## src/rtl/rx_block.sv

```systemverilog
// rx_block: 8N1 UART receiver with a mid-bit sampler and a CONTROL/DATA/STATUS register triplet.
// Define RX_MAJORITY_EN to take a 3-sample majority vote at every sample point.
module rx_block #(
  parameter int unsigned BAUD   = 300,
  parameter int unsigned CLK_HZ = 50000000
) (
  input  logic       CLK,
  input  logic       RST,
  input  logic       LINE_IN,
  input  logic [7:0] CONTROL,
  output logic [7:0] DATA,
  output logic [7:0] STATUS
);

  localparam int unsigned DIV   = CLK_HZ / BAUD;
  localparam int unsigned HALF  = DIV / 2;
  localparam int unsigned CNT_W = $clog2(DIV);
  localparam logic [CNT_W-1:0] CNT_HALF = CNT_W'(HALF - 1);
  localparam logic [CNT_W-1:0] CNT_LAST = CNT_W'(DIV - 1);
  localparam logic [7:0]       CMD_ACK  = 8'hFF;

  typedef enum logic [2:0] {
    S_IDLE,
    S_START,
    S_DATA,
    S_STOP,
    S_BREAK
  } state_t;

  state_t           r_state, w_state_nxt;
  logic [CNT_W-1:0] r_cnt, w_cnt_nxt;
  logic [2:0]       r_idx, w_idx_nxt;
  logic [7:0]       r_shift, w_shift_nxt;
  logic             w_deliver, w_frame_err;

  logic [1:0] r_sync;
  logic       w_rx_s;
  logic       w_sample;
  logic       w_ack;

  logic [7:0] r_data;
  logic       r_valid, r_overrun, r_framing, r_busy;

  // Two-flop synchronizer for the asynchronous line, idle-high after reset.
  always_ff @(posedge CLK) begin
    if (RST) r_sync <= 2'b11;
    else     r_sync <= {r_sync[0], LINE_IN};
  end

  assign w_rx_s = r_sync[1];
  assign w_ack  = (CONTROL == CMD_ACK);

`ifdef RX_MAJORITY_EN
  // Two previous rx_s values; together with rx_s they form the 3-sample history.
  logic [1:0] r_hist;

  always_ff @(posedge CLK) begin
    if (RST) r_hist <= 2'b11;
    else     r_hist <= {r_hist[0], w_rx_s};
  end

  assign w_sample = (w_rx_s & r_hist[0]) | (w_rx_s & r_hist[1]) | (r_hist[0] & r_hist[1]);
`else
  assign w_sample = w_rx_s;
`endif

  always_ff @(posedge CLK) begin
    if (RST) begin
      r_state <= S_IDLE;
      r_cnt   <= '0;
      r_idx   <= '0;
      r_shift <= '0;
    end else begin
      r_state <= w_state_nxt;
      r_cnt   <= w_cnt_nxt;
      r_idx   <= w_idx_nxt;
      r_shift <= w_shift_nxt;
    end
  end

  // Frame sequencing; the counter is cleared at every sample point so it never wraps.
  always_comb begin
    w_state_nxt = r_state;
    w_cnt_nxt   = r_cnt;
    w_idx_nxt   = r_idx;
    w_shift_nxt = r_shift;
    w_deliver   = 1'b0;
    w_frame_err = 1'b0;
    case (r_state)
      S_IDLE: begin
        w_cnt_nxt = '0;
        if (!w_rx_s) w_state_nxt = S_START;
      end
      S_START: begin
        if (r_cnt == CNT_HALF) begin
          w_cnt_nxt   = '0;
          w_idx_nxt   = '0;
          w_state_nxt = w_sample ? S_IDLE : S_DATA;
        end else begin
          w_cnt_nxt = r_cnt + CNT_W'(1);
        end
      end
      S_DATA: begin
        if (r_cnt == CNT_LAST) begin
          w_cnt_nxt          = '0;
          w_shift_nxt[r_idx] = w_sample;
          if (r_idx == 3'd7) w_state_nxt = S_STOP;
          else               w_idx_nxt   = r_idx + 3'd1;
        end else begin
          w_cnt_nxt = r_cnt + CNT_W'(1);
        end
      end
      S_STOP: begin
        if (r_cnt == CNT_LAST) begin
          w_cnt_nxt = '0;
          if (w_sample) begin
            w_deliver   = 1'b1;
            w_state_nxt = S_IDLE;
          end else begin
            w_frame_err = 1'b1;
            w_state_nxt = S_BREAK;
          end
        end else begin
          w_cnt_nxt = r_cnt + CNT_W'(1);
        end
      end
      S_BREAK: begin
        // A held-low line must return high before a new start bit is accepted.
        if (w_rx_s) w_state_nxt = S_IDLE;
      end
      default: w_state_nxt = S_IDLE;
    endcase
  end

  // Register file; a same-cycle deliver or framing event wins over ACK.
  always_ff @(posedge CLK) begin
    if (RST) begin
      r_data    <= '0;
      r_valid   <= 1'b0;
      r_overrun <= 1'b0;
      r_framing <= 1'b0;
      r_busy    <= 1'b0;
    end else begin
      r_busy    <= (w_state_nxt != S_IDLE);
      if (w_deliver) r_data <= r_shift;
      r_valid   <= w_deliver | (r_valid & ~w_ack);
      r_overrun <= (w_deliver & r_valid & ~w_ack) | (r_overrun & ~w_ack);
      r_framing <= w_frame_err | (r_framing & ~w_ack);
    end
  end

  assign DATA   = r_data;
  assign STATUS = {r_busy, 4'b0000, r_framing, r_overrun, r_valid};

endmodule
```

## config.mk

```make
export PLATFORM = sky130hd
export DESIGN_NAME = rx_block
export DESIGN_NICKNAME = d
export VERILOG_FILES = /design/src/rtl/rx_block.sv
export SDC_FILE = /design/constraint.sdc
export NUM_CORES = 1
export LEC_CHECK = 0
export BUFFER_PORTS_ARGS = -buffer_cell sky130_fd_sc_hd__buf_2
export CAP_MARGIN = 20
export CORE_UTILIZATION = 60
export DETAILED_ROUTE_END_ITERATION = 8
export GPL_TIMING_DRIVEN = 0
export PLACE_DENSITY = 0.82
export SYNTH_ARGS = -nofsm -noshare
export SYNTH_HDL_FRONTEND = slang
export SYNTH_SLANG_ARGS = --single-unit
export TNS_END_PERCENT = 20
```

## constraint.sdc

```tcl
create_clock -name CLK -period 5.5 [get_ports CLK]
set_clock_uncertainty 0.15 [all_clocks]
set_input_delay 0.275 -clock CLK [delete_from_list [all_inputs] [get_ports CLK]]
set_output_delay 0.275 -clock CLK [all_outputs]
set_load 0.02 [all_outputs]
```

## Yosys cells after proc, flatten, opt, wreduce, memory -nomap -nowiden

Index checks and enable logic that the tools add are counted.

| storage, ports and cells | value |
|---|---|
| output and inout port bits | 16 |
| register bits after elaboration | 46 |
| word-level logic and storage cells | 67 |

| cells by class | value |
|---|---|
| bitwise logic cells | 9 |
| order comparisons | 2 |
| add/sub/neg operators | 2 |
| equality and inequality tests | 11 |
| muxes and demuxes | 25 |
| reduce and logical (&&, ||, !) cells | 8 |

Operators by type and width:

| kind | count |
|---|---|
| one-hot mux 18 bit (3 select lines) | 1 |
| 2-to-1 mux 18 bit | 2 |
| 2-to-1 mux 3 bit | 10 |
| adder 18 x 1 -> 18 bit, second input constant | 1 |
| equality test 18 x 17 -> 1 bit, second input constant | 1 |
| equality test 18 bit, second input constant | 1 |
| one-hot mux 3 bit (5 select lines) | 1 |
| bitwise mux 8 bit | 1 |
| equality test 8 bit, second input constant | 1 |
| 2-to-1 mux 1 bit | 7 |
| equality test 3 x 2 -> 1 bit, second input constant | 2 |
| equality test 3 bit, second input constant | 2 |
| != test 2 bit, second input constant | 3 |
| one-hot mux 3 bit (2 select lines) | 1 |
| nonzero test 3 bit | 2 |
| bitwise AND 1 bit | 5 |
| less-than comparator 3 x 4 -> 1 bit, second input constant | 1 |
| AND reduction 4 bit | 1 |
| adder 3 x 1 -> 3 bit, second input constant | 1 |
| demux 1 bit (select 3 bit) | 1 |
| equality test 3 x 1 -> 1 bit, second input constant | 1 |
| greater-or-equal comparator 3 x 1 -> 1 bit, second input constant | 1 |
| zero test 3 bit | 1 |
| OR 1 bit | 3 |
| 6 further kinds | 6 |

## Depth between registers and ports, before layout

| logic depth | value |
|---|---|
| depth after elaboration | 6 |
| mapped depth | 10 |
| mapped depth without buffers | 8 |

## Least setup slack after synthesis

OpenSTA, ideal clock, no wires.

| timing path | value |
|---|---|
| path type | register to register |
| start | register r_cnt[0] |
| end | register r_cnt[13] |
| stages on the path, launching flop included | 10 |
| data arrival time | 1.906 ns |
| library setup time | 0.122 ns |
| path buffers | 1 |
| slack | 3.322 ns |
| cells stage by stage | dfxtp_1 > inv_1 > ha_1 > nor4bb_1 > nand4_1 > o31ai_4 > a21oi_1 > buf_4 > and3_1 > a221o_1 |

| between the ends | value |
|---|---|
| word-level cells in the longest chain between the ends | 3 |

RTL lines:

| item | line | source |
|---|---|---|
| from (decl) | 31 | `logic [CNT_W-1:0] r_cnt, w_cnt_nxt;` |
| from (signal assigned) | 75 | `r_cnt <= w_cnt_nxt;` |
| adder 18 x 1 -> 18 bit (tied with other cells) | 100, 110, 124 |  |
| 2-to-1 mux 18 bit, on equally long branches | 104, 114, 95 |  |
| one-hot mux 18 bit (3 select lines) (*) | 89 | `case (r_state)` |

Mark *: on every way between the ends. The rest lies on a longest branch, timed or not.
A chain may end at the register's enable or synchronous reset.

## Worst setup path after layout

| timing path | value |
|---|---|
| start | register r_cnt[0] |
| end | register r_cnt[15] |

The elaborated chain is that of the path after synthesis.

==> flow_summary_export.csv <==
group,metric,value,unit
cts,max-clock-path-buffers,2,
detailed_routing,first_pass_iters,4,
floorplanning,height_of_the_chip,63.9,um
setup_path,regToRegSetupSlack,3030,ps
cts,cts.repair.resized,0,
detailed_routing,antenna_left,0,
setup_path,critical_path_peak_fanout,10,
min_path,worstHoldEndpoint,"r_state[2]",
final_layout,layout.cells.most_common,"sky130_fd_sc_hd__dfxtp_1",
floorplanning,placement_rows,22,
final_layout,drive_above_1_share,19.0,%
synthesis,synth_simple_gate_area_share,29.4,%
cts,tritoncts_buffers,5,
status,run_status,"complete, no violations",
placement,gp_congestion,0.843,
timing,grt_setup_unrepaired,"no",
timing,max_freq,0.405,GHz
setup_path,timing.critical_path.to_type,"flop",
setup_path,critPathRequiredTime,5550,ps
synthesis,ys_seq_area_share,40.1,%
synthesis,avgSynthCellArea,8.45,sq um
synthesis,yosysWarnings,0,
min_path,hold_path.startpoint,"RST",
setup_path,criticalPathCategory,"flop to flop",
setup_path,critPathLaunchType,"flop",
final_layout,areaGrowthSynthToFinish,12.4,%
floorplanning,design.core.area,0.00366,sq mm
cts,cts_setup_buffers,0,
synthesis,synth_mux_area_share,6.10,%
cts,cts.reportedPaths.clkPinSlew,90,ps
synthesis,async_flop_share,0,%
setup_path,critPathArrivalTime,2520,ps
timing,final.period_utilization,44.9,%
min_path,worst_hold_path_type,"input port to flop",
timing,final-max-slew-violation-count,0,
synthesis,synth_cells,272,
cts,clock_sinks,46,
global_route,initial_antenna_violation_count,0,
detailed_routing,drt-wirelength-per-cell,13.2,um
min_path,min_delay_path_depth,3,
setup_path,rr_startpoint,"r_cnt[0]",
run,maxCapViolCount,0,
detailed_routing,drc,0,
detailed_routing,vias,1978,
placement,buffer_ports.inserted,22,
global_route,vias_in_the_first_global_route,1746,
floorplanning,die_area,0.00408,sq mm
detailed_routing,first_iter_violations,138,
synthesis,synth_compound_gate_area_share,13.8,%
synthesis,ys_ff_latch,46,
synthesis,synth_top_family_by_area,"simple AND/OR/NAND/NOR gates",
synthesis,ys_types,53,
final_layout,fin_nets,321,
power_and_ir_drop,power.density,224,mW/mm^2
power_and_ir_drop,p_leak,1.07,nW
timing,final-hold-violation-count,0,
timing,worst_hold_slack,182,ps
detailed_routing,totalWireLength,4.69,mm
power_and_ir_drop,vdd_ir_drop_max,0.000190,V
timing,shortest_period_the_worst_path_allows,2470,ps
cts,cts_tree,"done",
synthesis,syn-cell-area,0.00230,sq mm
setup_path,r2r.worst_path.cells,10,
floorplanning,initial_core_utilization,62.7,%
synthesis,number_of_flops_mapped_to_enable_cells_by_yosys,0,
timing,timing_worst_slew_pin_value,559,ps
cts,h-tree-depth,2,
setup_path,terminus_of_the_critical_flop_to_flop_path,"r_cnt[15]",
final_layout,layout_common_cells,"sky130_fd_sc_hd__dfxtp_1, sky130_fd_sc_hd__nor2_1, sky130_fd_sc_hd__buf_2, sky130_fd_sc_hd__nand2_1",
timing,setup_violations,0,
placement,detailed_place_hpwl,3.37,mm
final_layout,nFillCells,302,
global_route,grt_overflow,0,
global_route,wire_length_of_the_first_global_routing_pass,7.83,mm
global_route,grt_start_max_net_pins,17,
cts,clk_latency,310,ps
synthesis,synth-adder-area-share,2.72,%
synthesis,synth_top_flop_cell,"sky130_fd_sc_hd__dfxtp_1",
global_route,global_route.usage.total,25.1,%
detailed_routing,detail_route.vias_per_cell,5.59,
final_layout,diode_insertion_count_for_antenna_repair,0,
timing,totalNegativeSetupSlack,0,ps
synthesis,synth-xor-area-share,0.763,%
cts,cts-root-buf,"sky130_fd_sc_hd__clkbuf_8",
timing,max_slew_margin,62.4,%
final_layout,final_core_utilization,70.5,%
floorplanning,die-width,63.9,um
floorplanning,ioPinCount,27,
-- timing repair --
action,4_1_cts,5_1_grt
endpoints found under the hold margin,1,0
setup endpoints to repair,0,0
hold buffers,1,0
-- worst max-delay path: stages, from the launching register on --
cell                        delay [ps]
sky130_fd_sc_hd__dfxtp_1           350
sky130_fd_sc_hd__inv_1             130
sky130_fd_sc_hd__ha_1              170
sky130_fd_sc_hd__nor4bb_1          290
sky130_fd_sc_hd__nand4_1           200
sky130_fd_sc_hd__o31ai_4           290
sky130_fd_sc_hd__a21oi_1           140
sky130_fd_sc_hd__buf_4             200
sky130_fd_sc_hd__buf_4             180
sky130_fd_sc_hd__a21oi_1           160
sky130_fd_sc_hd__o2bb2ai_1          90
-- flip-flops by register name (all words and copies together), names as in the netlist --
signal,flops
r_state,3
r_idx,3
r_overrun,1
r_shift,8
r_valid,1
DATA,8
r_busy,1
r_sync,2
r_cnt,18
r_framing,1
-- Yosys cell counts, types with 6 or more instances --
cell type,n,area share [%]
sky130_fd_sc_hd__nand2b_1,9,2.5
sky130_fd_sc_hd__mux2i_1,14,6.1
sky130_fd_sc_hd__and3_1,6,1.6
sky130_fd_sc_hd__buf_4,11,3.6
sky130_fd_sc_hd__a21oi_1,17,3.7
sky130_fd_sc_hd__nand2_1,23,3.8
sky130_fd_sc_hd__nor2_1,34,5.6
sky130_fd_sc_hd__o21ai_0,8,1.7
sky130_fd_sc_hd__dfxtp_1,46,40
sky130_fd_sc_hd__a31oi_1,9,2.5
sky130_fd_sc_hd__nand4_1,7,1.9
sky130_fd_sc_hd__inv_1,6,0.98
sky130_fd_sc_hd__clkbuf_1,8,1.3
sky130_fd_sc_hd__nand3_1,17,3.7
-- where the power goes --
group	switching (mW)	total, mW	internal, mW
clock network	0.123	0.215	0.0918
logic	0.0167	0.0288	0.0121
registers	0.00124	0.336	0.335
total	0.141	0.580	0.439
-- stage by stage --
stage,power [mW],std cells,cell area [sq um],setup slack (ps)
2_1_floorplan,0.363,275,2310,3320
3_3_place_gp,0.371,345,2480,3130
3_5_place_dp,0.372,345,2480,3060
4_1_cts,0.585,354,2580,3030
5_1_grt,0.601,354,2580,2840
6_report,0.580,354,2580,3030
-- cell families after synthesis --
family | after synthesis
multiplexers | 14
other | 1
AND/OR/NAND/NOR | 125
adder cells (fa/ha/maj) | 5
XOR/XNOR | 2
buffers and inverters | 30
AO/OA/AOI/OAI | 49
flip-flops | 46
-- area by class of cell --
type / count / area (sq um) / share of cell area, %
Clock inverter: 3 / 25.0 / 0.969
Buffer: 24 / 136 / 5.28
Multi-Input combinational cell: 199 / 1230 / 47.6
Clock buffer: 5 / 68.8 / 2.66
Tap cell: 48 / 60.1 / 2.33
Inverter: 6 / 22.5 / 0.872
Sequential cell: 46 / 921 / 35.7
Timing Repair Buffer: 23 / 120 / 4.65
-- routing by layer --
metal / share of wire, % / wire length [um] / GRT usage, %
met3: 3.9 / 184 / 6.43
met4: 1.3 / 63 / 9.38
met2: 47 / 2220 / 40.0
met5: 0 / 0 / 0
met1: 47 / 2220 / 32.6
-- how the worst max path moves through the flow --
stage                   from  depth (start not counted)        end
floorplan           r_cnt[0]                          9  r_cnt[13]
global placement    r_cnt[0]                          9  r_cnt[13]
detailed placement  r_cnt[0]                         10  r_cnt[15]
CTS                 r_cnt[0]                          9  r_cnt[13]
global route        r_cnt[0]                         10  r_cnt[15]
finish              r_cnt[0]                         10  r_cnt[15]
Note: power is estimated with default switching activity, not from simulation.
